File: src/rtl/mips_multicycle_sequencer.sv
// Multi-cycle sequencer for the MIPS datapath. It owns the PC and the
// instruction register, steps one phase per cycle and resolves beq/j.
// Memory accesses wait on a handshake that is bounded by a timeout.
module mips_multicycle_sequencer #(
  parameter logic [31:0] PC_RESET    = 32'd0,
  parameter logic [31:0] PC_STEP     = 32'd4,
  parameter logic [7:0]  MEM_TIMEOUT = 8'd15
) (
  input  logic        clk,
  input  logic        rst_n,
  input  logic        start,
  input  logic [31:0] instr_in,
  input  logic        alu_zero,
  input  logic        mem_ready,
  output logic [31:0] pc,
  output logic [31:0] ir,
  output logic        ir_load,
  output logic        reg_read_en,
  output logic        alu_en,
  output logic        mem_req,
  output logic        mem_write,
  output logic        reg_write_en,
  output logic        busy,
  output logic        halted,
  output logic        error,
  output logic [15:0] instr_count
);

  typedef enum logic [2:0] {
    S_IDLE      = 3'd0,
    S_FETCH     = 3'd1,
    S_DECODE    = 3'd2,
    S_EXECUTE   = 3'd3,
    S_MEM       = 3'd4,
    S_WRITEBACK = 3'd5,
    S_HALT      = 3'd6
  } state_t;

  localparam logic [5:0]  OP_RTYPE  = 6'b000000;
  localparam logic [5:0]  OP_ADDI   = 6'b001000;
  localparam logic [5:0]  OP_LW     = 6'b100011;
  localparam logic [5:0]  OP_SW     = 6'b101011;
  localparam logic [5:0]  OP_BEQ    = 6'b000100;
  localparam logic [5:0]  OP_J      = 6'b000010;
  localparam logic [31:0] HALT_WORD = 32'hFFFF_FFFF;

  state_t      state_q, state_d;
  logic [31:0] pc_q, pc_d;
  logic [31:0] ir_q, ir_d;
  logic [7:0]  tmo_q, tmo_d;
  logic        error_q, error_d;
  logic [15:0] cnt_q, cnt_d;
  logic        ir_load_q, ir_load_d;
  logic        reg_read_en_q, reg_read_en_d;
  logic        alu_en_q, alu_en_d;
  logic        mem_req_q, mem_req_d;
  logic        mem_write_q, mem_write_d;
  logic        reg_write_en_q, reg_write_en_d;
  logic        busy_q, busy_d;
  logic        halted_q, halted_d;

  // Retired-instruction counter increment that sticks at all-ones.
  function automatic logic [15:0] sat_inc(input logic [15:0] value);
    return (value == 16'hFFFF) ? value : (value + 16'd1);
  endfunction

  // Next state, PC/IR/counter updates and output decode of the next state.
  always_comb begin
    state_d = state_q;
    pc_d    = pc_q;
    ir_d    = ir_q;
    tmo_d   = 8'd0;
    error_d = error_q;
    cnt_d   = cnt_q;
    case (state_q)
      S_IDLE, S_HALT: begin
        if (start) begin
          state_d = S_FETCH;
          pc_d    = PC_RESET;
          error_d = 1'b0;
          cnt_d   = 16'd0;
        end else begin
          state_d = state_q;
        end
      end
      S_FETCH: begin
        ir_d = instr_in;
        if (instr_in == HALT_WORD) begin
          state_d = S_HALT;
        end else begin
          state_d = S_DECODE;
        end
      end
      S_DECODE: state_d = S_EXECUTE;
      S_EXECUTE: begin
        case (ir_q[31:26])
          OP_RTYPE, OP_ADDI: state_d = S_WRITEBACK;
          OP_LW, OP_SW:      state_d = S_MEM;
          OP_BEQ: begin
            if (alu_zero) begin
              pc_d = pc_q + PC_STEP + {{14{ir_q[15]}}, ir_q[15:0], 2'b00};
            end else begin
              pc_d = pc_q + PC_STEP;
            end
            cnt_d   = sat_inc(cnt_q);
            state_d = S_FETCH;
          end
          OP_J: begin
            pc_d    = {pc_q[31:28], ir_q[25:0], 2'b00};
            cnt_d   = sat_inc(cnt_q);
            state_d = S_FETCH;
          end
          default: begin
            error_d = 1'b1;
            state_d = S_HALT;
          end
        endcase
      end
      S_MEM: begin
        if (mem_ready) begin
          if (ir_q[31:26] == OP_LW) begin
            state_d = S_WRITEBACK;
          end else begin
            pc_d    = pc_q + PC_STEP;
            cnt_d   = sat_inc(cnt_q);
            state_d = S_FETCH;
          end
        end else if (tmo_q == (MEM_TIMEOUT - 8'd1)) begin
          error_d = 1'b1;
          state_d = S_HALT;
        end else begin
          tmo_d = tmo_q + 8'd1;
        end
      end
      S_WRITEBACK: begin
        pc_d    = pc_q + PC_STEP;
        cnt_d   = sat_inc(cnt_q);
        state_d = S_FETCH;
      end
      default: state_d = S_IDLE;
    endcase

    ir_load_d      = (state_d == S_FETCH);
    reg_read_en_d  = (state_d == S_DECODE);
    alu_en_d       = (state_d == S_EXECUTE);
    mem_req_d      = (state_d == S_MEM);
    mem_write_d    = (state_d == S_MEM) && (ir_d[31:26] == OP_SW);
    reg_write_en_d = (state_d == S_WRITEBACK);
    busy_d         = (state_d != S_IDLE) && (state_d != S_HALT);
    halted_d       = (state_d == S_HALT);
  end

  // Sequencer state and registered outputs; reset aborts any instruction.
  always_ff @(posedge clk or negedge rst_n) begin
    if (!rst_n) begin
      state_q        <= S_IDLE;
      pc_q           <= PC_RESET;
      ir_q           <= 32'd0;
      tmo_q          <= 8'd0;
      error_q        <= 1'b0;
      cnt_q          <= 16'd0;
      ir_load_q      <= 1'b0;
      reg_read_en_q  <= 1'b0;
      alu_en_q       <= 1'b0;
      mem_req_q      <= 1'b0;
      mem_write_q    <= 1'b0;
      reg_write_en_q <= 1'b0;
      busy_q         <= 1'b0;
      halted_q       <= 1'b0;
    end else begin
      state_q        <= state_d;
      pc_q           <= pc_d;
      ir_q           <= ir_d;
      tmo_q          <= tmo_d;
      error_q        <= error_d;
      cnt_q          <= cnt_d;
      ir_load_q      <= ir_load_d;
      reg_read_en_q  <= reg_read_en_d;
      alu_en_q       <= alu_en_d;
      mem_req_q      <= mem_req_d;
      mem_write_q    <= mem_write_d;
      reg_write_en_q <= reg_write_en_d;
      busy_q         <= busy_d;
      halted_q       <= halted_d;
    end
  end

  assign pc           = pc_q;
  assign ir           = ir_q;
  assign ir_load      = ir_load_q;
  assign reg_read_en  = reg_read_en_q;
  assign alu_en       = alu_en_q;
  assign mem_req      = mem_req_q;
  assign mem_write    = mem_write_q;
  assign reg_write_en = reg_write_en_q;
  assign busy         = busy_q;
  assign halted       = halted_q;
  assign error        = error_q;
  assign instr_count  = cnt_q;

endmodule

File: config.mk
export PLATFORM = sky130hd
export DESIGN_NAME = mips_multicycle_sequencer
export DESIGN_NICKNAME = d
export VERILOG_FILES = /design/src/rtl/mips_multicycle_sequencer.sv
export SDC_FILE = /design/constraint.sdc
export NUM_CORES = 1
export LEC_CHECK = 0
export CAP_MARGIN = 30
export CORE_AREA = 2 2 129 131
export CTS_BUF_LIST = sky130_fd_sc_hd__clkbuf_4 sky130_fd_sc_hd__clkbuf_8
export CTS_CLUSTER_DIAMETER = 50
export DETAILED_ROUTE_END_ITERATION = 7
export DIE_AREA = 0 0 131 133
export HOLD_SLACK_MARGIN = 0.05
export PLACE_DENSITY = 0.65
export SLEW_MARGIN = 15
export SYNTH_ARGS = -nofsm -noshare
export SYNTH_HDL_FRONTEND = slang
export SYNTH_SLANG_ARGS = --single-unit
File: constraint.sdc
create_clock -name clk -period 4.4 [get_ports clk]
set_input_delay 0.88 -clock clk [delete_from_list [all_inputs] [get_ports clk]]
set_output_delay 0.88 -clock clk [all_outputs]
set_load 0.01 [all_outputs]
==> flow_summary.toml <==
[final_layout]
multiInputGateArea_um2 = 4440
fin_nets = 1016
syn2layout_area_growth_pct = 26.1
n_fill_cell = 1540
ff_latch_area_um2 = 2450
antenna_cells = 0
most-common-layout-cells = "clkdlybuf4s50_1, dfrtp_1, nand2_1, nor2_1, a21oi_1"
drive_above_1_share = 0.112
final_common_cell = "clkdlybuf4s50_1"
utilization = 0.552

[clocking]
cts_buffers = 9
postCtsHoldBufs = 0
clock-sinks = 98
clk_path_buf_depth = 2
clock_latency_ps = 390
clk_pin_slew_ps = 110
cts_root_buf = "clkbuf_8"
cts_tree = "done"
cts_max_level = 3

[power_and_ir_drop]
powerDensity_nw_per_um2 = 720
ir_drop_uv = 383
power.leakage_uw = 0.00377

[placed_design]
gp_congestion = 0.949
port_buffers = 123
dp_hpwl_um = 16100

[worst_hold_path]
hold_path.class = "input port to async pin"

[sta]
fin_crit_sh = 0.931
slew_headroom = 0.461
drv_slew = 0
worst_hold_slack_ps = 296
worst_pin_slew_ps = 803
setup_viol = 0
fmax_mhz = 244
hold_viol_final = 0
layout_min_cycle_time_ps = 4100
fin_skew_ps = 14.6

[logic_synthesis]
avgSynthCellArea_um2 = 8.72
synth_seq_cells = 98
synth_area_leader_cell = "dfrtp_1"
yosys_warnings = 0
synthDominantCellAreaShare = 0.347
synth.area.top_cells = "dfrtp_1, ha_1, mux2_2, xnor2_1, nand2_1"
syn-cell-area_um2 = 7080
synth_edf_count = 0
async_flop_share = 1.00
yosysSeqAreaShare = 0.347
synth_cell_type_count = 78
synth_cells = 812
synth_ff_type = "dfrtp_1"

[setup_path]
cp_top_family = "simple AND/OR/NAND/NOR gates"
critPathMaxStageDelay_ps = 410
cp-end-kind = "flop"
reg2reg_from = "pc[2]"
critPathKind = "flop to flop"
reg2reg_to = "pc[31]"
reg2reg_depth = 16
slowest_stage = "dfrtp_1"
crit_path_start_kind = "flop"
required_ps = 4690
cp.arrival_ps = 4390
rrSetupSlack_ps = 300
worst-path-buf-inv = 0
crit_path_cell_trace = "ha_2 -> and4_1 -> and2b_1 -> and3_1 -> nand3_1 -> xnor2_2 -> ha_2 -> nand4_4 -> nor4_4 -> a2111oi_2 -> or2_1 -> nor4_4 -> nor3_1 -> nand3b_1 -> mux2_1 -> a211o_1"
critical_path_depth = 16
cp_max_fo = 4

[global_route]
overflow = 0
grt_max_degree = 53
track_usage = 0.255
grt_pass1_vias = 6349
antenna_found_initial = 0
grt_first_pass_wirelength_um = 34700

[floorplanning]
core-area_um2 = 16200
start_util = 0.438
die_h_um = 133
num_rows = 47
ioPinCount = 126
die-area_um2 = 17400
dieWidth_um = 131

[detailed_routing]
remaining_drc_errors = 0
drt_iter0_drc = 447
wl_um = 21600
viasPerCell = 5.77
first_pass_iters = 5
drtAntennaViolNets = 0
num_vias = 6734
post_drt_wl_per_cell_um = 18.5

[outcome]
status = "completed"

[job]
maxCapViolCount = 0
==> sequential cells by signal, summed over array words and instances, names as in the netlist, 3 cells and up <==
name	count
instr_count	16
tmo_q	8
ir	32
state_q	3
pc	30
==> how the worst max path moves through the flow <==
stage	endpoint	from
3_5_place_dp	pc[31]	pc[6]
2_1_floorplan	pc[31]	pc[5]
6_report	pc[31]	pc[2]
4_1_cts	pc[31]	pc[6]
5_1_grt	pc[31]	pc[2]
3_3_place_gp	pc[31]	pc[4]
==> final cells by class <==
class | instances | share of cell area
clock inverter | 7 | 0.00870
clock buffer | 9 | 0.0139
tap | 220 | 0.0309
timing repair buffer | 153 | 0.163
multi-input combinational | 654 | 0.497
sequential | 98 | 0.275
inverter | 26 | 0.0112
==> metal layers <==
layer  part of all wire  GRT usage
met1               0.47      0.367
met2               0.46      0.389
met3              0.057     0.0558
met4              0.019     0.0650
met5                  0          0
==> per-stage QoR <==
step,setup WS (ps),total power [uW],std cells,area (um^2),setup TNS [ps]
2_1_floorplan,402,4240,813,7080,0
3_3_place_gp,184,5680,1144,8620,0
3_5_place_dp,106,5680,1144,8620,0
4_1_cts,49.0,6330,1160,8820,0
5_1_grt,-19.6,6940,1167,8920,-19.6
6_report,304,6420,1167,8920,0
==> where the power goes <==
part	leakage [uW]	switching [uW]	internal, uW
logic	0.00240	2240	1910
registers	0.00126	443	1220
clock network	0.000105	350	269
==> cells in the mapped netlist, types with 6 or more instances <==
master    instances
inv_1            23
nand4_1          17
nor3_1           18
nand2_1          78
o221ai_1          6
xor2_1           26
o22ai_1           8
a21o_1           13
a211o_1           6
xnor2_1          38
nor2_1           78
and4_1           10
clkbuf_1         26
and3_1           14
mux2_2           32
a21oi_1          54
o31ai_1           6
dfrtp_1          98
o211ai_1         11
o21ai_0          49
nand3_1          34
a211oi_1         11
ha_1             36
a31oi_1           8
and2_1            6
==> logic make-up (layout without fill, tap and decap cells) <==
logic type,after synthesis,count (layout),synth area share
mux,37,37,0.0582
fa+ha+maj,38,38,0.0681
buf+inv,61,195,0.0350
xor+xnor,64,64,0.0792
simple gates,299,299,0.214
compound gates,214,214,0.199
flops,98,98,0.347
other cells,1,2,0.000530
==> repair_timing <==
action	4_1_cts	5_1_grt
setup buffers	0	7
resized for setup	0	10
setup endpoints to repair	0	6
Power figures use the tool's default switching activity.
